File: src/rtl/stack_pkg.sv
// Shared definitions for the stacking-game controller: state encoding,
// coordinate width and the reset-centre helper.
package stack_pkg;

   localparam int unsigned COORD_W = 10;

   typedef enum logic [1:0] {
      MOVE  = 2'd0,
      PLACE = 2'd1,
      OVER  = 2'd2,
      WIN   = 2'd3
   } state_t;

   // Left edge that centres a block of width init_w between x_min and x_max.
   function automatic logic [COORD_W-1:0] reset_center(input int unsigned x_min,
                                                       input int unsigned x_max,
                                                       input int unsigned init_w);
      return COORD_W'((x_min + x_max - init_w) / 2);
   endfunction

endpackage

File: src/rtl/stack_tick.sv
// Movement tick generator: one-clk-wide pulse every TICK_DIV clk cycles.
module stack_tick #(
   parameter int unsigned TICK_DIV = 250000
) (
   input  logic clk,
   input  logic rst,
   output logic tick
);

   localparam int unsigned CW = (TICK_DIV > 1) ? $clog2(TICK_DIV) : 1;
   localparam logic [CW-1:0] LAST = CW'(TICK_DIV - 1);

   logic [CW-1:0] cnt;

   // Free-running divider; tick is registered so it is glitch-free.
   always_ff @(posedge clk or posedge rst) begin
      if (rst) begin
         cnt  <= '0;
         tick <= 1'b0;
      end else if (cnt == LAST) begin
         cnt  <= '0;
         tick <= 1'b1;
      end else begin
         cnt  <= cnt + CW'(1);
         tick <= 1'b0;
      end
   end

endmodule

File: src/rtl/stack_ctrl.sv
// Stacking-game controller: moves a block left/right within [X_MIN, X_MAX),
// places it on the previous layer trimming it to the overlap, and detects
// game over / win.
// Optional feature: define STACK_AUTO_SWING_EN to make the block swing
// back and forth on its own while no direction input is held.
module stack_ctrl
   import stack_pkg::*;
#(
   parameter int unsigned X_MIN      = 160,
   parameter int unsigned X_MAX      = 480,
   parameter int unsigned BASE_Y     = 360,
   parameter int unsigned BLOCK_H    = 20,
   parameter int unsigned INIT_W     = 64,
   parameter int unsigned MAX_LAYERS = 16,
   parameter int unsigned STEP       = 2,
   parameter int unsigned TICK_DIV   = 250000
) (
   input  logic               clk,
   input  logic               rst,
   input  logic               left,
   input  logic               right,
   input  logic               drop,
   output logic [COORD_W-1:0] pos_x,
   output logic [COORD_W-1:0] pos_y,
   output logic [COORD_W-1:0] width,
   output logic [COORD_W-1:0] height,
   output logic [COORD_W-1:0] prev_x,
   output logic [COORD_W-1:0] prev_w,
   output logic               game_over,
   output logic               win
);

   localparam logic [COORD_W-1:0] CENTER   = reset_center(X_MIN, X_MAX, INIT_W);
   localparam logic [COORD_W-1:0] XMIN_C   = COORD_W'(X_MIN);
   localparam logic [COORD_W-1:0] XMAX_C   = COORD_W'(X_MAX);
   localparam logic [COORD_W-1:0] STEP_C   = COORD_W'(STEP);
   localparam logic [COORD_W-1:0] INITW_C  = COORD_W'(INIT_W);
   localparam logic [COORD_W-1:0] BASEY_C  = COORD_W'(BASE_Y);
   localparam logic [COORD_W-1:0] BLKH_C   = COORD_W'(BLOCK_H);
   localparam logic [COORD_W-1:0] LAYERS_C = COORD_W'(MAX_LAYERS);
   localparam logic [COORD_W:0]   XMIN_W   = (COORD_W+1)'(X_MIN);
   localparam logic [COORD_W:0]   XMAX_W   = (COORD_W+1)'(X_MAX);
   localparam logic [COORD_W:0]   STEP_W   = (COORD_W+1)'(STEP);

   state_t             state;
   logic               drop_q;
   logic               tick;
   logic [COORD_W-1:0] left_pos;
   logic [COORD_W-1:0] right_pos;
   logic [COORD_W-1:0] mv_x;
   logic [COORD_W:0]   a_l, a_r, b_l, b_r, ov_l, ov_r, ov_w;
   logic               ov_ok;
   logic [COORD_W-1:0] height_nxt;
`ifdef STACK_AUTO_SWING_EN
   logic               dir;       // 1 = moving right
   logic               mv_dir;
`endif

   stack_tick #(.TICK_DIV(TICK_DIV)) u_tick (
      .clk  (clk),
      .rst  (rst),
      .tick (tick)
   );

   // Screen y of the moving block sits one layer above the stack.
   always_comb begin
      pos_y = BASEY_C - (height + COORD_W'(1)) * BLKH_C;
   end

   // Saturated one-step candidates in each direction (11-bit compares).
   always_comb begin
      if ({1'b0, pos_x} < XMIN_W + STEP_W) left_pos = XMIN_C;
      else                                  left_pos = pos_x - STEP_C;
      if ({1'b0, pos_x} + {1'b0, width} + STEP_W > XMAX_W) right_pos = XMAX_C - width;
      else                                                  right_pos = pos_x + STEP_C;
   end

   // Position (and swing direction) to adopt on the next tick in MOVE.
   always_comb begin
      mv_x = pos_x;
`ifdef STACK_AUTO_SWING_EN
      mv_dir = dir;
`endif
      if (left && !right) begin
         mv_x = left_pos;
`ifdef STACK_AUTO_SWING_EN
         mv_dir = 1'b0;
`endif
      end else if (right && !left) begin
         mv_x = right_pos;
`ifdef STACK_AUTO_SWING_EN
         mv_dir = 1'b1;
`endif
      end
`ifdef STACK_AUTO_SWING_EN
      else if (!left && !right) begin
         // Direction flips on the step that lands on a bound.
         if (dir) begin
            mv_x = right_pos;
            if ({1'b0, right_pos} + {1'b0, width} == XMAX_W) mv_dir = 1'b0;
         end else begin
            mv_x = left_pos;
            if (left_pos == XMIN_C) mv_dir = 1'b1;
         end
      end
`endif
   end

   // Overlap of the moving block with the top placed layer.
   always_comb begin
      a_l   = {1'b0, pos_x};
      a_r   = a_l + {1'b0, width};
      b_l   = {1'b0, prev_x};
      b_r   = b_l + {1'b0, prev_w};
      ov_l  = (a_l > b_l) ? a_l : b_l;
      ov_r  = (a_r < b_r) ? a_r : b_r;
      ov_ok = (ov_r > ov_l);
      ov_w  = ov_r - ov_l;
      height_nxt = height + COORD_W'(1);
   end

   // Game FSM with registered outputs.
   always_ff @(posedge clk or posedge rst) begin
      if (rst) begin
         state     <= MOVE;
         drop_q    <= 1'b0;
         pos_x     <= CENTER;
         prev_x    <= CENTER;
         width     <= INITW_C;
         prev_w    <= INITW_C;
         height    <= '0;
         game_over <= 1'b0;
         win       <= 1'b0;
`ifdef STACK_AUTO_SWING_EN
         dir       <= 1'b1;
`endif
      end else begin
         drop_q <= drop;
         case (state)
            MOVE: begin
               if (drop && !drop_q) begin
                  state <= PLACE;
               end else if (tick) begin
                  pos_x <= mv_x;
`ifdef STACK_AUTO_SWING_EN
                  dir   <= mv_dir;
`endif
               end
            end
            PLACE: begin
               if (!ov_ok) begin
                  state     <= OVER;
                  game_over <= 1'b1;
               end else begin
                  prev_x <= ov_l[COORD_W-1:0];
                  prev_w <= ov_w[COORD_W-1:0];
                  width  <= ov_w[COORD_W-1:0];
                  pos_x  <= ov_l[COORD_W-1:0];
                  height <= height_nxt;
                  if (height_nxt == LAYERS_C) begin
                     state <= WIN;
                     win   <= 1'b1;
                  end else begin
                     state <= MOVE;
                  end
               end
            end
            OVER:    state <= OVER;
            WIN:     state <= WIN;
            default: state <= MOVE;
         endcase
      end
   end

endmodule

File: config.mk
export PLATFORM = sky130hd
export DESIGN_NAME = stack_ctrl
export DESIGN_NICKNAME = d
export VERILOG_FILES = /design/src/rtl/stack_pkg.sv /design/src/rtl/stack_tick.sv /design/src/rtl/stack_ctrl.sv
export SDC_FILE = /design/constraint.sdc
export NUM_CORES = 1
export LEC_CHECK = 0
export BUFFER_PORTS_ARGS = -buffer_cell sky130_fd_sc_hd__buf_2
export CORE_MARGIN = 1.5
export CORE_UTILIZATION = 55
export DETAILED_ROUTE_END_ITERATION = 10
export GPL_ROUTABILITY_DRIVEN = 0
export GPL_TIMING_DRIVEN = 1
export PLACE_DENSITY = 0.78
export SYNTH_ARGS = -nofsm -noshare
export SYNTH_HDL_FRONTEND = slang
export SYNTH_HIERARCHICAL = 1
export SYNTH_SLANG_ARGS = --single-unit
export TNS_END_PERCENT = 5
File: constraint.sdc
create_clock -name clk -period 5.99 [get_ports clk]
set_input_delay 1.198 -clock clk [delete_from_list [all_inputs] [get_ports clk]]
set_output_delay 1.198 -clock clk [all_outputs]
set_load 0.05 [all_outputs]
==> impl_metrics.toml, run 1 <==
[outcome]
status = "complete, no violations"

[setup_path]
critPathCaptureType = "flip-flop"
path_common_cell = "o21ai_0"
cp.required_ps = 6190
worst-setup-path-type = "reg2reg"
worst-path-buf-inv = 5
r2r_end = "prev_x[6]"
rrSetupSlack_ps = 80
cpPeakStageDelay_ps = 420
reg2reg_from = "prev_w[0]"
worst_path_dominant_cell_family = "compound AO/OA/AOI/OAI gates"
startpoint_type = "flip-flop"
crit_end = "prev_x[6]"
crit_path_start = "prev_w[0]"
cp_max_fo = 7
path_depth = 27
worst-r2r-cell-count = 27
arrival_ps = 6110
crit_slowest_cell = "dfrtp_2"

[sta]
slew_violations = 0
setup_viol = 0
finalCriticalPeriod_ps = 5910
fmax_mhz = 169
worstMarginPinSlew_ps = 1010
min_period_over_period_pct = 98.7
finalHoldViolCount = 0
clock_skew_ps = 8.65
slew_headroom_pct = 32.8

[clocking]
cts_buffers = 9
clk_pin_slew_worst_paths_ps = 60
hold_buffers = 0
cts_root_buffer = "clkbuf_16"
cts.sinks = 64
insertion_delay_ps = 340
cts_tree = "built"
clock_path_buffers = 2
cts_htree_levels = 3

[finish]
drive_gt1_share_pct = 21.8
multiInputGateArea_mm2 = 0.00449
register_area_mm2 = 0.00161
n_fill_cell = 903
post-route-util_pct = 66.1
fin_area_mm2 = 0.00749
antenna_cells = 0
instances_no_fill = 974
area_growth_pct = 17.9
nNetsFinal = 902

[logic_synthesis]
synth_area_leaders = "dfrtp_1, ha_1, xnor2_1, xor2_1, nor2_1"
syn_inst = 744
yosysMostFrequentCell = "ha_1"
synth_top_area_cell = "dfrtp_1"
ys_seq_area_share_pct = 25.3
ys_ff_latch = 64
ys_top_cells_by_count = "ha_1, nor2_1, dfrtp_1"
avgSynthCellArea_um2 = 8.54
netlist_area_mm2 = 0.00635
yosys_warnings = 6
synth_edf_count = 0
yosysUniqueCellTypes = 91
synth_ff_type = "dfrtp_1"
synth_top_area_share_pct = 23.2
async_flop_share_pct = 100

[power]
ir_drop_v = 0.000298
p_per_area_mw_per_mm2 = 150
p_leak_nw = 3.56

[detailed_routing]
drtIter0Drc = 630
antenna_left = 0
via_per_inst = 6.37
vias = 6205
drc = 0
wl_per_cell_um = 19.9
wirelength_um = 19400
firstDrtPassIters = 5

[placed_design]
dp_hpwl_um = 14400
dpl_cell_area_mm2 = 0.00689
io_buffers = 64
dpl.cell_count = 947

[flow_run]
max_cap_viol_count = 0

[global_route]
gr-total-overflow = 0
grt_pass1_vias = 6023
grt_max_degree = 46
grt_usage_pct = 31.2
antenna_found_initial = 0
grt_pass1_wl_um = 30500

[die]
num_rows = 39
core_area_mm2 = 0.0113
dieArea_mm2 = 0.0122
initial_utilization_pct = 56.1
io_pins = 67
fp.dieH_um = 110
die_w_um = 110

[min_path]
hold_class = "reg2reg"
## logic make-up (layout without fill, tap and decap cells)
family                   count (synthesis)  after routing  synth area share (%)
AO/OA/AOI/OAI                          184            184                  20.0
XOR/XNOR                                81             81                  11.4
adder cells (fa/ha/maj)                 72             72                  14.6
buffers and inverters                   84            170                  6.24
flip-flops                              64             64                  25.3
multiplexers                            13             13                  2.17
other                                    1              2                0.0590
AND/OR/NAND/NOR                        245            245                  20.2
## placed cells by master (no fill, tap or decap), types with 29 or more instances in the layout
cell / instances
a21oi_1: 29
buf_2: 64
buf_4: 40
dfrtp_1: 54
ha_1: 65
inv_1: 45
nand2_1: 52
nor2_1: 58
o21ai_0: 33
xnor2_1: 44
xor2_1: 34
## routing by layer
layer	track usage, %	up-vias	wire length [µm]
li1	-	2840	-
met1	38.0	2958	7800
met2	51.2	314	9040
met3	6.81	93	1410
met4	17.3	0	1150
met5	0	-	0
## what timing repair did
| item | CTS | global route |
|---|---|---|
| pin swaps | 0 | 9 |
| gates cloned | 0 | 1 |
| endpoints found under the hold margin | 0 | 0 |
| endpoints found under the setup margin | 28 | 43 |
| gates resized for setup | 6 | 32 |
| buffers inserted | 0 | 10 |
## stage by stage
step	setup TNS (ps)	power [mW]	worst slack (ps)	hold WS, ps
floorplan	0	0.483	22.6	450
global placement	0	0.494	178	462
detailed placement	-749	0.496	-137	455
CTS	0	1.12	27.5	481
global route	-3130	1.14	-153	502
finish	0	1.12	77.6	478
## power breakdown
part	total [mW]	switching, mW	leakage, nW	internal [mW]
Clock	0.631	0.211	0.169	0.420
Sequential	0.443	0.00555	0.824	0.437
Combinational	0.0467	0.0336	2.56	0.0131
Total	1.12	0.250	3.56	0.871
## worst reg2reg max path, delay by kind of cell, from the launching register on
kind            cells  cell delay, ps
compound gates     11            2270
fa+ha+maj           4            1170
buf+inv             5             790
flops               1             420
simple gates        7            1150
## cell type report
cell class / instances / area share (%)
Clock buffer: 10 / 3.19
Timing Repair Buffer: 107 / 9.04
Inverter: 47 / 2.36
Sequential cell: 64 / 21.6
Multi-Input combinational cell: 597 / 59.9
Tap cell: 143 / 2.39
Clock inverter: 6 / 1.54
## sequential cells by signal, summed over array words and instances (netlist names)
name,count
drop_q,1
game_over,1
height,10
pos_x,10
prev_w,10
prev_x,10
state,2
u_tick/cnt,18
u_tick/tick,1
win,1
## worst min path at each step
stage                  startpoint             to  slack, ps  cells after the start
floorplan           u_tick/cnt[0]  u_tick/cnt[0]        450                      1
global route            game_over      game_over        500                      1
global placement        game_over      game_over        460                      1
CTS                     game_over      game_over        480                      1
detailed placement      game_over      game_over        460                      1
finish                  game_over      game_over        480                      1
Power figures use the tool's default switching activity.
==> inputs of run 2 (changes only) <==
--- a/config.mk
+++ b/config.mk
@@ -7,11 +7,12 @@
 export LEC_CHECK = 0
 export BUFFER_PORTS_ARGS = -buffer_cell sky130_fd_sc_hd__buf_2
 export CORE_MARGIN = 1.5
-export CORE_UTILIZATION = 55
+export CORE_UTILIZATION = 56
+export CTS_BUF_LIST = sky130_fd_sc_hd__clkbuf_8
 export DETAILED_ROUTE_END_ITERATION = 10
 export GPL_ROUTABILITY_DRIVEN = 0
 export GPL_TIMING_DRIVEN = 1
-export PLACE_DENSITY = 0.78
+export PLACE_DENSITY = 0.8
 export SYNTH_ARGS = -nofsm -noshare
 export SYNTH_HDL_FRONTEND = slang
 export SYNTH_HIERARCHICAL = 1
==> run 2 against run 1 <==
Effect of this change:
- fmax is 3.0% higher
- combinational power up 2%
- worst hold slack improved by 14 ps
- first-iteration DRC count rose by 15%
- cell count is 0.51% lower
- die area decreased by 1.7%
- sequential share of layout area increased by 0.54 points
- global-route usage is 1.9 points higher
- total power is 23% lower
- critical endpoint is now prev_x[1]
- largest cell class unchanged
==> impl_metrics.toml, run 2 (synthesis results as in run 1) <==
[detailed_routing]
drc = 0
wl_per_cell_um = 20.0
drtIter0Drc = 726
firstDrtPassIters = 6
vias = 6257
antenna_left = 0
wirelength_um = 19300
via_per_inst = 6.46

[placed_design]
dpl_cell_area_mm2 = 0.00686
dp_hpwl_um = 14200
dpl_worst_slack_ps = -268
io_buffers = 64

[setup_path]
worst-setup-path-type = "reg2reg"
crit_slowest_cell = "dfrtp_2"
rrSetupSlack_ps = 250
worst_path_dominant_cell_family = "compound AO/OA/AOI/OAI gates"
worst-path-buf-inv = 5
arrival_ps = 5990
cpPeakStageDelay_ps = 470
worst-r2r-cell-count = 26
path_common_cell = "o21ai_0"
startpoint_type = "flip-flop"
reg2reg_from = "prev_w[0]"
cp_max_fo = 15
r2r_end = "prev_x[1]"
cp.required_ps = 6230
critPathCaptureType = "flip-flop"

[sta]
slew_headroom_pct = 33.3
whs_ps = 492
clock_skew_ps = 12.2
finalHoldViolCount = 0
fin_setup_tns_ps = 0
slew_violations = 0
setup_viol = 0
fmax_mhz = 174
finalCriticalPeriod_ps = 5740
min_period_over_period_pct = 95.8
worstMarginPinSlew_ps = 998
layout_setup_ws_ps = 249

[die]
fp.dieH_um = 110
num_rows = 38
io_pins = 67
dieArea_mm2 = 0.0120
die_w_um = 110
initial_utilization_pct = 58.1
core_area_mm2 = 0.0109

[finish]
n_fill_cell = 899
fin_area_mm2 = 0.00730
drive_gt1_share_pct = 22.0
nNetsFinal = 900
mostFrequentLayoutCells = "ha_1, buf_2, nor2_1"
antenna_cells = 0
largest_reg_flops = 18
layout.cells.most_common = "ha_1"
area_growth_pct = 14.9
top_register = "u_tick/cnt"

[clocking]
clk_pin_slew_worst_paths_ps = 90
cts_root_buffer = "clkbuf_8"
cts.sinks = 64
cts_tree = "built"
cts_htree_levels = 3
cts_buffers = 9
clock_path_buffers = 2
insertion_delay_ps = 390

[global_route]
grt_pass1_wl_um = 30100
grt_pass1_vias = 5951
gr-total-overflow = 0
grt_usage_pct = 33.1
grt_max_degree = 46
antenna_found_initial = 0

[power]
p_leak_nw = 3.47
power.total_mw = 0.860
ir_drop_v = 0.000160
p_per_area_mw_per_mm2 = 118

[outcome]
status = "complete, no violations"

[min_path]
hold_class = "reg2reg"
whs_endpoint = "win"
worstHoldPathCells = 1
min_from = "win"

[flow_run]
max_cap_viol_count = 0
## run 2: stage by stage
stage          util [%]  std cells
6_report           66.7        969
5_1_grt            66.7        969
4_1_cts            64.7        959
3_5_place_dp       62.7        942
3_3_place_gp       62.7        942
2_1_floorplan         -        745
## run 2: routing by layer
layer  vias up  track usage [%]  wire (µm)
met1      2960             40.3       7470
li1       2838                -          -
met2       379             53.2       8980
met3        80             8.12       1870
met5         -                0          0
met4         0             18.6       1020
## run 2: worst max path at each step
stage	start	to	slack, ps	cells past startpoint
floorplan	prev_w[1]	prev_x[0]	20	28
global placement	prev_w[0]	pos_x[8]	170	25
detailed placement	prev_w[0]	height[9]	-270	26
CTS	prev_w[0]	pos_x[4]	40	25
global route	prev_w[0]	pos_x[5]	-40	27
finish	prev_w[0]	prev_x[1]	250	26
## run 2: timing repair
action | CTS | global route
endpoints found under the hold margin | 0 | 0
hold buffers | 0 | 0
pin swaps | 1 | 7
buffers inserted | 1 | 8
setup endpoints to repair | 39 | 44
gates resized for setup | 7 | 32
gates cloned | 0 | 2
## run 2: report_power, final
part	internal, mW	leakage, nW	switching [mW]
combinational	0.0135	2.55	0.0343
sequential	0.437	0.826	0.00480
clock	0.171	0.0927	0.199
total	0.621	3.47	0.239
## run 2: cell type report
type / instances / area (µm²) / share of cell area (%)
timing repair buffer: 104 / 654 / 8.97
clock buffer: 11 / 151 / 2.07
clock inverter: 5 / 32.5 / 0.446
sequential: 64 / 1610 / 22.1
tap: 140 / 175 / 2.40
multi-input combinational: 598 / 4500 / 61.6
inverter: 47 / 176 / 2.42
